`src/rtl/alu_seq_pkg.sv`:
```
// alu_seq_pkg: opcode encodings and FSM states shared by the sequential ALU.
package alu_seq_pkg;
  localparam logic [2:0] OP_ADD = 3'b000;
  localparam logic [2:0] OP_SUB = 3'b001;
  localparam logic [2:0] OP_AND = 3'b010;
  localparam logic [2:0] OP_OR  = 3'b011;
  localparam logic [2:0] OP_XOR = 3'b100;
  localparam logic [2:0] OP_SHL = 3'b101;
  localparam logic [2:0] OP_SHR = 3'b110;
  localparam logic [2:0] OP_MUL = 3'b111;
  typedef enum logic {IDLE, EXEC} state_e;
endpackage

```
`src/rtl/alu_seq_mul.sv`:
```
// alu_seq_mul: iterative shift-add multiplier, one bit of a per cycle LSB-first.
// done_o is high during the final step; prod_o is the accumulator including that step.
module alu_seq_mul #(
  parameter int WIDTH   = 8,
  parameter int A_WIDTH = 5
) (
  input  logic                 clk,
  input  logic                 rst,
  input  logic                 start_i,
  input  logic                 flush_i,
  input  logic [A_WIDTH-1:0]   a_i,
  input  logic [WIDTH-1:0]     b_i,
  output logic                 done_o,
  output logic [2*WIDTH-1:0]   prod_o
);
  localparam int CW = $clog2(A_WIDTH + 1);
  logic               run_q, run_d;
  logic [CW-1:0]      cnt_q, cnt_d;
  logic [A_WIDTH-1:0] a_q, a_d;
  logic [2*WIDTH-1:0] b_q, b_d, acc_q, acc_d, sum;
  assign sum    = acc_q + (a_q[0] ? b_q : '0);
  assign done_o = run_q && (cnt_q == CW'(A_WIDTH - 1));
  assign prod_o = sum;
  always_comb begin
    run_d = run_q;
    cnt_d = cnt_q;
    a_d   = a_q;
    b_d   = b_q;
    acc_d = acc_q;
    if (start_i) begin
      run_d = 1'b1;
      cnt_d = '0;
      a_d   = a_i;
      b_d   = {{WIDTH{1'b0}}, b_i};
      acc_d = '0;
    end else if (run_q) begin
      run_d = !flush_i && !done_o;
      cnt_d = cnt_q + 1'b1;
      a_d   = a_q >> 1;
      b_d   = b_q << 1;
      acc_d = sum;
    end
  end
  always_ff @(posedge clk or posedge rst) begin
    if (rst) begin
      run_q <= 1'b0;
      cnt_q <= '0;
      a_q   <= '0;
      b_q   <= '0;
      acc_q <= '0;
    end else begin
      run_q <= run_d;
      cnt_q <= cnt_d;
      a_q   <= a_d;
      b_q   <= b_d;
      acc_q <= acc_d;
    end
  end
endmodule

```
`src/rtl/alu_seq.sv`:
```
// alu_seq: registered ALU with in/out handshake; single-cycle ops inline.
// Define ALU_SEQ_MUL_EN for the multi-cycle multiplier; otherwise opcode 111 passes b through.
module alu_seq
  import alu_seq_pkg::*;
#(
  parameter int WIDTH   = 8,
  parameter int A_WIDTH = 5
) (
  input  logic               clk,
  input  logic               rst,
  input  logic               in_valid,
  output logic               in_ready,
  input  logic               flush,
  input  logic [2:0]         opcode,
  input  logic [A_WIDTH-1:0] a,
  input  logic [WIDTH-1:0]   b,
  output logic               out_valid,
  output logic [WIDTH-1:0]   data_out,
  output logic               zflag,
  output logic               c
);
  logic [WIDTH-1:0] ext_a, res, data_q, data_d;
  logic             cr, z_q, z_d, c_q, c_d, valid_q, valid_d;
  assign ext_a     = WIDTH'(a);
  assign data_out  = data_q;
  assign zflag     = z_q;
  assign c         = c_q;
  assign out_valid = valid_q;
  always_comb begin
    res = b;
    cr  = 1'b0;
    case (opcode)
      OP_ADD: {cr, res} = {1'b0, b} + {1'b0, ext_a};
      OP_SUB: begin
        res = b - ext_a;
        cr  = b >= ext_a;
      end
      OP_AND: res = b & ext_a;
      OP_OR:  res = b | ext_a;
      OP_XOR: res = b ^ ext_a;
      OP_SHL: begin
        res = b << 1;
        cr  = b[WIDTH-1];
      end
      OP_SHR: begin
        res = b >> 1;
        cr  = b[0];
      end
      default: res = b;
    endcase
  end
`ifdef ALU_SEQ_MUL_EN
  state_e             state_q, state_d;
  logic               mul_done;
  logic [2*WIDTH-1:0] prod;
  assign in_ready = state_q == IDLE;
  alu_seq_mul #(.WIDTH(WIDTH), .A_WIDTH(A_WIDTH)) u_mul (
    .clk     (clk),
    .rst     (rst),
    .start_i (in_valid && in_ready && opcode == OP_MUL),
    .flush_i (flush),
    .a_i     (a),
    .b_i     (b),
    .done_o  (mul_done),
    .prod_o  (prod)
  );
  // flush beats a completing MUL so a cancelled product never reaches the flags
  always_comb begin
    state_d = state_q;
    data_d  = data_q;
    z_d     = z_q;
    c_d     = c_q;
    valid_d = 1'b0;
    if (state_q == EXEC) begin
      if (flush) begin
        state_d = IDLE;
      end else if (mul_done) begin
        state_d = IDLE;
        data_d  = prod[WIDTH-1:0];
        z_d     = prod[WIDTH-1:0] == '0;
        c_d     = |prod[2*WIDTH-1:WIDTH];
        valid_d = 1'b1;
      end
    end else if (in_valid) begin
      if (opcode == OP_MUL) begin
        state_d = EXEC;
      end else begin
        data_d  = res;
        z_d     = res == '0;
        c_d     = cr;
        valid_d = 1'b1;
      end
    end
  end
  always_ff @(posedge clk or posedge rst) begin
    if (rst) state_q <= IDLE;
    else     state_q <= state_d;
  end
`else
  logic unused_flush;
  assign unused_flush = flush;
  assign in_ready     = 1'b1;
  always_comb begin
    data_d  = data_q;
    z_d     = z_q;
    c_d     = c_q;
    valid_d = 1'b0;
    if (in_valid) begin
      data_d  = res;
      z_d     = res == '0;
      c_d     = cr;
      valid_d = 1'b1;
    end
  end
`endif
  always_ff @(posedge clk or posedge rst) begin
    if (rst) begin
      data_q  <= '0;
      z_q     <= 1'b0;
      c_q     <= 1'b0;
      valid_q <= 1'b0;
    end else begin
      data_q  <= data_d;
      z_q     <= z_d;
      c_q     <= c_d;
      valid_q <= valid_d;
    end
  end
endmodule

```
`config.mk`:
```
export PLATFORM = sky130hd
export DESIGN_NAME = alu_seq
export DESIGN_NICKNAME = d
export VERILOG_FILES = /design/src/rtl/alu_seq_pkg.sv /design/src/rtl/alu_seq_mul.sv /design/src/rtl/alu_seq.sv
export SDC_FILE = /design/constraint.sdc
export NUM_CORES = 1
export LEC_CHECK = 0
export BUFFER_PORTS_ARGS = -buffer_cell sky130_fd_sc_hd__buf_2
export CAP_MARGIN = 20
export CORE_ASPECT_RATIO = 0.5
export CORE_MARGIN = 4
export CORE_UTILIZATION = 40
export CTS_CLUSTER_SIZE = 20
export DETAILED_ROUTE_END_ITERATION = 12
export GPL_TIMING_DRIVEN = 0
export PLACE_DENSITY = 0.65
export SETUP_SLACK_MARGIN = 0.5
export SYNTH_ARGS = -nofsm -noshare
export SYNTH_HDL_FRONTEND = slang
export SYNTH_SLANG_ARGS = --single-unit
```
`constraint.sdc`:
```
create_clock -name clk -period 1.53 [get_ports clk]
set_input_delay 0.153 -clock clk [delete_from_list [all_inputs] [get_ports clk]]
set_output_delay 0.153 -clock clk [all_outputs]
set_load 0.05 [all_outputs]
```
==> summary.md, run 1 <==
| Metric | Value |
|---|---|
| Avg Inst Size Synth | 7.97 sq um |
| Reg clk slew, reported paths | 50 ps |
| Failing checks | negative setup slack |
| Core area | 4000 sq um |
| Max-slew violations | 0 |
| Met3 usage | 0.0310 |
| Vias/cell | 5.85 |
| Total GRT Usage | 0.221 |
| Clock Sinks | 11 |
| Logic pwr share | 0.608 |
| TritonRoute pass-1 iters | 4 |
| Initial Util | 0.426 |
| Count of cell types in the netlist | 63 |
| Fmax achieved | roughly 440 MHz |
| Root Buffer | clkbuf_8 |
| Slew @ Worst Pin | 539 ps |
| Mapped Cells | between 200 and 250 |
| Fraction of registers with async set/reset | 1.00 |
| Cell area after layout | 2600 sq um |
| Largest net degree at the start of global routing | 12 |
| Largest stage delay, worst path | 560 ps |
| Placed wire-length estimate | 4170 um |
| Adder-cell share of the synthesized area | 0.133 |
| Total gr overflow | 0 |
| Most common cell in the netlist | nor2_1 |
| H-tree depth | 1 |
| Seq/Total Area, Yosys | 0.161 |
| Grt met2 use | 0.346 |
| Outcome | finished with violations |
| P_int | around 930 uW |
| Final Wtd Congestion | between 0.9 and 1 |
| Synthesized area | around 1700 sq um |
| Final hold slack | 135 ps |
| VDD IR max | 711 uV |
| Met1 global-route usage | 0.322 |
| Tmin final | approximately 2300 ps |
| Layout cells sized above 1 | 0.476 |
| Static leakage | ~1.1 nW |
| Yosys warning count | 0 |
| Post-synth EDFFs | 0 |
| Crit path kind | primary input to flip-flop |
| Number of port buffers | 27 |
| Mux cell area share after synthesis | 0.0696 |
| Fin crit share | 1.48 |
| Vias in the first global route | ~1700 |
| Relative slew slack | 0.640 |
| Post-synth top area cell | dfrtp_1 |
| Max_cap viols | 0 |
| Mapped Nets | between 200 and 300 |
| Die Y | 54.2 um |
| CTS buffer count | 3 |
| Critical path, cell by cell | buf_12, inv_12, ha_4, inv_2, fa_2, mux2i_1, o2bb2ai_2, a221oi_2, o2111ai_1, or4_1, o41ai_2 |
| Cell count of the worst reg-to-reg path | 1 |
| Routed vias | 1901 |
| DRT antenna net count | 0 |
| WP buf/inv | 3 |
| Initial antenna violation count | 0 |
| Worst setup path end | zflag |
| Reg2Reg Setup Slack | 760 ps |
| WL per Instance | 18.2 um |
| RSZ-0062 raised after global routing | true |
| Worst-Skew Late Latency | 230 ps |
| Placed instance area | between 2000 and 2500 sq um |
| Largest family of logic cells by synthesized area | compound AO/OA/AOI/OAI gates |
| Top-area cell type share of the netlist area | 0.161 |
| Largest cells by area after synthesis | dfrtp_1 (16%), ha_1 (11%), nor2_1 (4.6%), a21oi_1 (4.1%), o21ai_0 (4.1%) |
| Number of I/O pins | 32 |
| # diodes | 0 |
| CTS tree | done |
| Fin cells | between 300 and 400 |
| CP Data Required Time | roughly 1700 ps |
| FF+latch count, synth | 11 |
| Crit path max-delay cell type | or4_1 |
| Drt total wl | between 5000 and 6000 um |
| Busiest grt layer | met2 |
| Placed cells | 295 |
| DR DRC count | 0 |
| Startpoint types | primary input |
| Final hold vios | 0 |
| Worst hold path type | primary input to flip-flop |
| Area grow syn2layout | 52.3% |
| Switch Pwr | between 600 and 700 uW |
| # nets final | between 300 and 400 |
| Post-route setup slack | -741 ps |
| Compound-gate portion of the synthesized area | 0.306 |
| Cell Pwr Density | 623 nW/um^2 |
| Sw Share | 0.429 |
| Clock power frac | 0.173 |
| Delay-heaviest family, CP | compound AO/OA/AOI/OAI gates |
| Reg2reg start | data_out[4] |
| Critical Path AT | around 2400 ps |
| First-pass GRT wire length | about 9000 um |
| Drt initial violations | approximately 150 |
| Register share of total power | 0.219 |
| Final Setup Violations | 8 |
| Terminus of the critical flop-to-flop path | data_out[4] |
| Top cells by count, synth | nor2_1 (21), inv_1 (16), ha_1 (15) |
| Rows | 16 |
| Critical-path maximum fanout | 3 |
| Clk_skew | 0 ps |
| Die width | about 100 um |
| Hold Crit Depth | 1 |
| Crit path from | b[0] |
| Worst path depth | 11 |
| Fill count | between 300 and 400 |
| Post-Synth Simple-Gate Area | 0.211 |
| Dominant synthesized flop cell | dfrtp_1 |
| Critical path endpoint category | flip-flop |
| Die area | ~5400 sq um |
| Post-synthesis xor/xnor area fraction | 0.0103 |
| Max clock buf depth | 2 |
logic make-up (layout without fill, tap and decap cells):
kind of cell / after synthesis / after routing
compound gates: 72 / 72
simple gates: 68 / 68
buf+inv: 33 / 90
fa+ha+maj: 17 / 17
flops: 11 / 11
mux: 10 / 10
xor+xnor: 2 / 2
other cells: 1 / 1
stage by stage:
step / setup TNS (ps) / power [mW] / utilization / worst slack (ps)
detailed placement: -5520 / 1.14 / 0.524 / -1100
floorplan: -1700 / 0.941 / - / -641
finish: -3190 / 1.62 / 0.649 / -741
global placement: -5430 / 1.13 / 0.524 / -1100
CTS: -3140 / 1.50 / 0.580 / -753
global route: -3600 / 1.72 / 0.649 / -811
sequential cells by signal, indices dropped and copies added, names as in the netlist:
| register | count |
|---|---|
| out_valid | 1 |
| zflag | 1 |
| data_out | 8 |
| c | 1 |
area by class of cell:
class / instances / area [sq um] / share of cell area
clock buffers: 4 / 45.0 / 0.0173
inverters: 17 / 104 / 0.0399
multi-input cells: 170 / 1530 / 0.590
plain buffers: 16 / 149 / 0.0573
repair buffers: 53 / 427 / 0.164
flip-flops and latches: 11 / 275 / 0.106
well taps: 54 / 67.6 / 0.0260
power groups by stage:
stage / clock network [mW] / logic, mW / registers, mW
4_1_cts: 0.291 / 0.856 / 0.353
5_1_grt: 0.312 / 1.04 / 0.360
2_1_floorplan: 0 / 0.441 / 0.500
3_3_place_gp: 0 / 0.780 / 0.354
6_report: 0.280 / 0.985 / 0.354
3_5_place_dp: 0 / 0.785 / 0.357
how the worst min path moves through the flow:
| stage | from | end | slack, ps |
|---|---|---|---|
| after CTS | in_valid | out_valid | 120 |
| after floorplan | rst | c | 5 |
| after detailed placement | rst | zflag | 160 |
| after global routing | in_valid | out_valid | 120 |
| final | in_valid | out_valid | 140 |
| after global placement | rst | data_out[6] | 150 |
placed cells by master, fill, tap and decap left out, types with 4 or more instances in the layout:
| cell type | n |
|---|---|
| buf_4 | 25 |
| a21oi_1 | 10 |
| ha_4 | 7 |
| nor3_1 | 6 |
| ha_1 | 8 |
| nand2_1 | 13 |
| clkbuf_4 | 8 |
| inv_2 | 5 |
| buf_6 | 9 |
| mux2_4 | 5 |
| o211ai_1 | 5 |
| buf_8 | 6 |
| nand2b_1 | 6 |
| nor2_1 | 18 |
| mux2i_1 | 4 |
| o21ai_0 | 9 |
| dfrtp_1 | 11 |
| buf_2 | 14 |
| clkbuf_1 | 4 |
| inv_1 | 6 |
per-layer routing:
metal / up-vias / wire length [um]
li1: 895 / -
met1: 901 / 2880
met2: 96 / 2490
met3: 9 / 499
met4: 0 / 58
met5: - / 0
timing repair:
action / in CTS / in global routing
endpoints found under the setup margin: 10 / 16
buffers inserted: 7 / 18
pin swaps: 12 / 15
gates cloned: 0 / 0
hold buffers: 1 / 0
gates resized for setup: 25 / 41
endpoints found under the hold margin: 11 / 0
No activity file was read; power rests on OpenSTA's default activity.
==> inputs of run 2 (changes only) <==
--- a/config.mk
+++ b/config.mk
@@ -13,6 +13,7 @@
 export CTS_CLUSTER_SIZE = 20
 export DETAILED_ROUTE_END_ITERATION = 12
 export GPL_TIMING_DRIVEN = 0
+export HOLD_SLACK_MARGIN = 0.15
 export PLACE_DENSITY = 0.65
 export SETUP_SLACK_MARGIN = 0.5
 export SYNTH_ARGS = -nofsm -noshare
==> constraint.sdc (replaced) <==
create_clock -name clk -period 1.53 [get_ports clk]
set_input_delay 0.306 -clock clk [delete_from_list [all_inputs] [get_ports clk]]
set_output_delay 0.306 -clock clk [all_outputs]
set_load 0.05 [all_outputs]
==> run 2 against run 1 <==
Net effect: the run still ends with negative setup slack left; non-clock buffer count decreased by 5; register-to-register slack got worse by 140 ps; die area unchanged; clock power about the same; setup slack got worse by 170 ps; power increased by 1.5%; critical path depth unchanged; sequential power increased by 3%; worst hold slack improved by 150 ps; critical path type unchanged; largest cell class unchanged.
==> summary.md, run 2 (synthesis gave the netlist of run 1 again) <==
| Metric | Value |
|---|---|
| Reg2reg start | data_out[7] (was data_out[4]) |
| Max clock buf depth | 2 (unchanged) |
| Initial antenna violation count | 0 (unchanged) |
| Critical path endpoint category | flip-flop (unchanged) |
| VDD IR max | 667 uV (was 711 uV) |
| RSZ-0062 raised after global routing | true (unchanged) |
| Final core occ | 0.640 (was 0.649) |
| Post-route setup slack | -910 ps (was -741 ps) |
| Critical-path maximum fanout | 3 (unchanged) |
| Die Y | 54.2 um (unchanged) |
| CTS tree | done (unchanged) |
| H-tree depth | 1 (unchanged) |
| Critical hold path startpoint | in_valid (unchanged) |
| First-pass GRT wire length | 9190 um (was 9110 um) |
| Cell area after layout | 2560 sq um (was 2600 sq um) |
| Rows | 16 (unchanged) |
| # diodes | 0 (unchanged) |
| Initial Util | 0.426 (unchanged) |
| Worst hold path type | primary input to flip-flop (unchanged) |
| Final Wtd Congestion | 0.943 (unchanged) |
| Max_cap viols | 0 (unchanged) |
| Critical Path AT | 2570 ps (was 2400 ps) |
| Slew @ Worst Pin | 561 ps (was 539 ps) |
| Vias/cell | 5.78 (was 5.85) |
| Static leakage | 1.08 nW (was 1.10 nW) |
| Commonest cells after routing, fill and taps aside | buf_6 (20), buf_4 (20), nor2_1 (18), buf_2 (13), nand2_1 (13) (was buf_4 (25), nor2_1 (18), buf_2 (14), nand2_1 (13), dfrtp_1 (11)) |
| Crit path kind | primary input to flip-flop (unchanged) |
| # nets final | 304 (was 309) |
| Number of I/O pins | 32 (unchanged) |
| Relative slew slack | 0.625 (was 0.640) |
| Total gr overflow | 0 (unchanged) |
| Placed instance area | 2100 sq um (unchanged) |
| Core area | 4000 sq um (unchanged) |
| Reg clk slew, reported paths | 50 ps (about the same) |
| Failing checks | negative setup slack (unchanged) |
| Die area | 5440 sq um (unchanged) |
| Final Setup Violations | 9 (was 8) |
| Placed wire-length estimate | 4170 um (unchanged) |
| Cell Pwr Density | 642 nW/um^2 (was 623 nW/um^2) |
| DRT antenna net count | 0 (unchanged) |
| CP Data Required Time | 1660 ps (about the same) |
| Clock Sinks | 11 (unchanged) |
| Final hold vios | 0 (unchanged) |
| DR DRC count | 0 (unchanged) |
| Layout cells sized above 1 | 0.447 (was 0.476) |
| Routed vias | 1850 (was 1901) |
| Fmax achieved | 410 MHz (was 440 MHz) |
| Placed cells | 295 (unchanged) |
| Max-slew violations | 0 (unchanged) |
| Max FFs per register | 8 (unchanged) |
| Startpoint types | primary input (unchanged) |
| Drt initial violations | 112 (was 147) |
| Fin cells | 320 (was 325) |
| CTS buffer count | 3 (unchanged) |
| Outcome | finished with violations (unchanged) |
| TritonRoute pass-1 iters | 4 (unchanged) |
| Tmin final | 2440 ps (was 2270 ps) |
| Total GRT Usage | 0.223 (was 0.221) |
| Number of port buffers | 27 (unchanged) |
| Final hold slack | 287 ps (was 135 ps) |
| Worst-Skew Late Latency | 230 ps (about the same) |
| WL per Instance | 18.6 um (was 18.2 um) |
| Tot Pwr | 1.64 mW (was 1.62 mW) |
| Area grow syn2layout | 50.1% (was 52.3%) |
| Drt total wl | 5950 um (was 5920 um) |
| Fin crit share | 1.59 (was 1.48) |
| Reg2Reg Setup Slack | 620 ps (was 760 ps) |
| Die width | 100 um (unchanged) |
| Root Buffer | clkbuf_8 (unchanged) |
| Largest net degree at the start of global routing | 12 (unchanged) |
| Vias in the first global route | 1770 (was 1739) |
| Crit path from | b[0] (unchanged) |
| Clk_skew | 0 ps (unchanged) |
==> run 2: power by group <==
part / internal [mW] / switching [mW] / total, mW
Sequential: 0.333 / 0.0308 / 0.363
Combinational: 0.433 / 0.567 / 0.999
Clock: 0.182 / 0.0991 / 0.281
Total: 0.947 / 0.696 / 1.64
==> run 2: critical path: stages <==
cell and delay [ps]:
buf_12 100, inv_12 30, ha_4 150, inv_2 50, fa_2 420, mux2i_1 180, o2bb2ai_2 80, a221oi_2 290
o2111ai_1 160, or4_1 570, o41ai_2 230
==> run 2: worst paths after layout <==
check / end / depth (start not counted)
worst max-delay path: zflag / 11
worst min-delay path: out_valid / 1
worst max register to register: data_out[7] / 2
worst min register to register: zflag / 2
max in group asynchronous: data_out[6] / 3
min in group asynchronous: data_out[3] / 3
==> run 2: layer usage <==
| metal | vias up | share of wire | GRT usage |
|---|---|---|---|
| li1 | 889 | - | - |
| met1 | 872 | 0.47 | 0.323 |
| met2 | 85 | 0.43 | 0.348 |
| met3 | 4 | 0.091 | 0.0349 |
| met4 | 0 | 0.0055 | 0.0537 |
| met5 | - | 0 | 0 |
==> run 2: area by class of cell <==
type,instances,area (sq um)
Inverter,17,97.6
Tap cell,54,67.6
Sequential cell,11,275
Clock buffer,4,45.0
Fill cell,345,1440
Timing Repair Buffer,48,413
Buffer,16,149
Multi-Input combinational cell,170,1510
==> run 2: through the flow <==
step / TNS (ps) / setup WS [ps]
after global placement: -6920 / -1250
final: -4490 / -910
after floorplan: -2970 / -794
after global routing: -4970 / -987
after detailed placement: -7010 / -1250
after CTS: -4380 / -906
==> run 2: timing repair <==
item | 4_1_cts | 5_1_grt
pin swaps | 10 | 13
endpoints found under the hold margin | 11 | 0
resized for setup | 42 | 26
hold buffers | 1 | 0
setup buffers | 7 | 13
endpoints found under the setup margin | 21 | 21
==> inputs of run 3 (changes only) <==
--- a/config.mk
+++ b/config.mk
@@ -15,7 +15,9 @@
 export GPL_TIMING_DRIVEN = 0
 export HOLD_SLACK_MARGIN = 0.15
 export PLACE_DENSITY = 0.65
+export REMOVE_ABC_BUFFERS = 1
 export SETUP_SLACK_MARGIN = 0.5
 export SYNTH_ARGS = -nofsm -noshare
 export SYNTH_HDL_FRONTEND = slang
+export SYNTH_HIERARCHICAL = 1
 export SYNTH_SLANG_ARGS = --single-unit
==> run 3 against run 2 <==
Net effect: the run still ends with negative setup slack left; clock power is 3% higher; via count rose by 2.4%; combinational power increased by 8%; synthesized cell count is the same; global-route usage down 2.2 points; first-iteration DRC count up 120%; area after synthesis did not move.
==> summary.md, run 3 <==
| Metric | Value |
|---|---|
| Outcome | finished with violations (unchanged) |
| Failing checks | negative setup slack (unchanged) |
| Worst-Skew Late Latency | 230 ps (about the same) |
| Initial antenna violation count | 0 (unchanged) |
| Root Buffer | clkbuf_8 (unchanged) |
| Crit path kind | primary input to flip-flop (unchanged) |
| Cell count of the worst reg-to-reg path | 1 (was 2) |
| DRT antenna net count | 0 (unchanged) |
| Final core occ | 0.658 (was 0.640) |
| Top-area cell type share of the netlist area | 0.161 (unchanged) |
| Final Setup Violations | 10 (was 9) |
| Tmin final | 2540 ps (was 2440 ps) |
| H-tree depth | 1 (unchanged) |
| Critical-path maximum fanout | 4 (was 3) |
| FF+latch count, synth | 11 (unchanged) |
| Die area | 5440 sq um (unchanged) |
| Final Wtd Congestion | 1.05 (was 0.943) |
| Avg Inst Size Synth | 7.97 sq um (unchanged) |
| Static leakage | 1.09 nW (was 1.08 nW) |
| Post-synth EDFFs | 0 (unchanged) |
| Fraction of registers with async set/reset | 1.00 (unchanged) |
| Number of I/O pins | 32 (unchanged) |
| Area grow syn2layout | 54.3% (was 50.1%) |
| Hold Crit Depth | 1 (unchanged) |
| Max FFs per register | 8 (unchanged) |
| Routed vias | 1894 (was 1850) |
| Rows | 16 (unchanged) |
| Layout cells sized above 1 | 0.502 (was 0.447) |
| WL per Instance | 19.2 um (was 18.6 um) |
| DR DRC count | 0 (unchanged) |
| Vias in the first global route | 1677 (was 1770) |
| Dominant synthesized flop cell | dfrtp_1 (unchanged) |
| CP Data Required Time | 1670 ps (was 1660 ps) |
| Tot Pwr | 1.74 mW (was 1.64 mW) |
| Max clock buf depth | 2 (unchanged) |
| Top cells by count, synth | nor2_1 (21), inv_1 (16), ha_1 (15) (unchanged) |
| Drt initial violations | 245 (was 112) |
| Startpoint types | primary input (unchanged) |
| TritonRoute pass-1 iters | 5 (was 4) |
| Placed wire-length estimate | 3330 um (was 4170 um) |
| Total gr overflow | 0 (unchanged) |
| CTS tree | done (unchanged) |
| Slew @ Worst Pin | 498 ps (was 561 ps) |
| Yosys warning count | 6 (was 0) |
| Largest cells by area after synthesis | dfrtp_1 (16%), ha_1 (11%), nor2_1 (4.6%), a21oi_1 (4.1%), o21ai_0 (4.1%) (unchanged) |
| Seq/Total Area, Yosys | 0.161 (unchanged) |
| RSZ-0062 raised after global routing | true (unchanged) |
| Critical Path AT | 2680 ps (was 2570 ps) |
| Commonest cells after routing, fill and taps aside | buf_6 (32), nor2_1 (19), nand2_1 (13), buf_4 (13), dfrtp_1 (11) (was buf_6 (20), buf_4 (20), nor2_1 (18), buf_2 (13), nand2_1 (13)) |
| Critical path endpoint category | flip-flop (unchanged) |
| Cell Pwr Density | 659 nW/um^2 (was 642 nW/um^2) |
| Core area | 4000 sq um (unchanged) |
| # nets final | 297 (was 304) |
| Count of cell types in the netlist | 63 (unchanged) |
| Die Y | 54.2 um (unchanged) |
| Drt total wl | 5990 um (was 5950 um) |
| Mapped Cells | 214 (unchanged) |
| CTS buffer count | 3 (unchanged) |
| Clock Sinks | 11 (unchanged) |
| First-pass GRT wire length | 8520 um (was 9190 um) |
| Vias/cell | 6.05 (was 5.78) |
| Number of port buffers | 29 (was 27) |
| Post-route setup slack | -1010 ps (was -910 ps) |
| Max-slew violations | 0 (unchanged) |
| Final hold vios | 0 (unchanged) |
| Relative slew slack | 0.666 (was 0.625) |
| Fmax achieved | 394 MHz (was 410 MHz) |
| Fin crit share | 1.66 (was 1.59) |
| Most common cell in the netlist | nor2_1 (unchanged) |
| Total GRT Usage | 0.201 (was 0.223) |
| Post-synth top area cell | dfrtp_1 (unchanged) |
| Worst hold path type | primary input to flip-flop (unchanged) |
| # diodes | 0 (unchanged) |
| Commonest non-fill, non-tap cell in the layout | buf_6 |
| Clk_skew | 0 ps (unchanged) |
| Die width | 100 um (unchanged) |
| Max_cap viols | 0 (unchanged) |
| VDD IR max | 845 uV (was 667 uV) |
| Fill count | 299 (was 345) |
| Initial Util | 0.426 (unchanged) |
| Reg clk slew, reported paths | 50 ps (about the same) |
| Synthesized area | 1710 sq um (unchanged) |
| Largest net degree at the start of global routing | 33 (was 12) |
[run 3: cell count changes in the layout (fill, tap and decap cells not counted), sizes merged]
cell      before  now
buf           59   56
clkbuf         8    4
clkinv         1    0
clkinvlp       1    0
inv           15   17
[run 3: where the power goes]
part | leakage [nW] | internal (mW) | switching [mW]
clock network | 0.0228 | 0.183 | 0.107
registers | 0.132 | 0.332 | 0.0307
logic | 0.935 | 0.483 | 0.600
[run 3: kinds of logic (layout without fill, tap and decap cells)]
kind of cell	after synthesis	count (layout)	synth area share
AOI/OAI and AO/OA	72	72	0.306
xor gates and xnor gates	2	2	0.0103
adders and majority gates	17	17	0.133
buffers and inverters	33	78	0.106
DFF	11	11	0.161
muxes	10	10	0.0696
other	1	1	0.00220
and+or+nand+nor	68	68	0.211
[run 3: path summary, 6_finish.rpt]
check	startpoint	end	slack, ps
hold reg to reg	zflag	zflag	520
hold / removal	in_valid	out_valid	390
setup reg to reg	data_out[6]	data_out[6]	740
max in group asynchronous	rst	c	630
min in group asynchronous	rst	data_out[3]	600
setup / recovery	b[0]	zflag	-1010
[run 3: layout make-up]
cell class,count,area [sq um],area share
Sequential cell,11,275,0.105
Tap cell,54,67.6,0.0257
Inverter,17,81.3,0.0309
Clock buffer,4,45.0,0.0171
Multi-Input combinational cell,170,1610,0.610
Timing Repair Buffer,57,558,0.212
[run 3: metrics by stage]
step / setup slack [ps] / instance area [sq um] / hold slack, ps / TNS, ps / cells
2_1_floorplan: -849 / 1590 / 158 / -3980 / 198
3_5_place_dp: -1280 / 1800 / 318 / -8180 / 281
3_3_place_gp: -1290 / 1800 / 305 / -7880 / 281
4_1_cts: -846 / 2310 / 368 / -3520 / 300
6_report: -1010 / 2630 / 394 / -4470 / 313
5_1_grt: -1150 / 2630 / 402 / -5130 / 313
[run 3: worst max-delay path, cell delays in order]
cell and delay [ps]:
buf_12 100, inv_8 40, ha_4 160, inv_2 50
fa_2 430, mux2i_1 170, o2bb2ai_1 120, a221oi_2 380
o2111ai_2 180, or4_4 440, o41ai_2 300
[run 3: metal layers]
layer / share of wire / vias up / routed length, um / global-route usage
li1: - / 877 / - / -
met1: 0.46 / 895 / 2740 / 0.279
met2: 0.46 / 108 / 2770 / 0.337
met3: 0.067 / 14 / 402 / 0.0259
met4: 0.013 / 0 / 80 / 0.0447
met5: 0 / - / 0 / 0
[run 3: what timing repair did]
action / in CTS / in global routing
pin swaps: 22 / 37
endpoints found under the setup margin: 21 / 21
buffers inserted: 14 / 13
endpoints found under the hold margin: 11 / 0
hold buffers: 1 / 0
gates resized for setup: 95 / 58
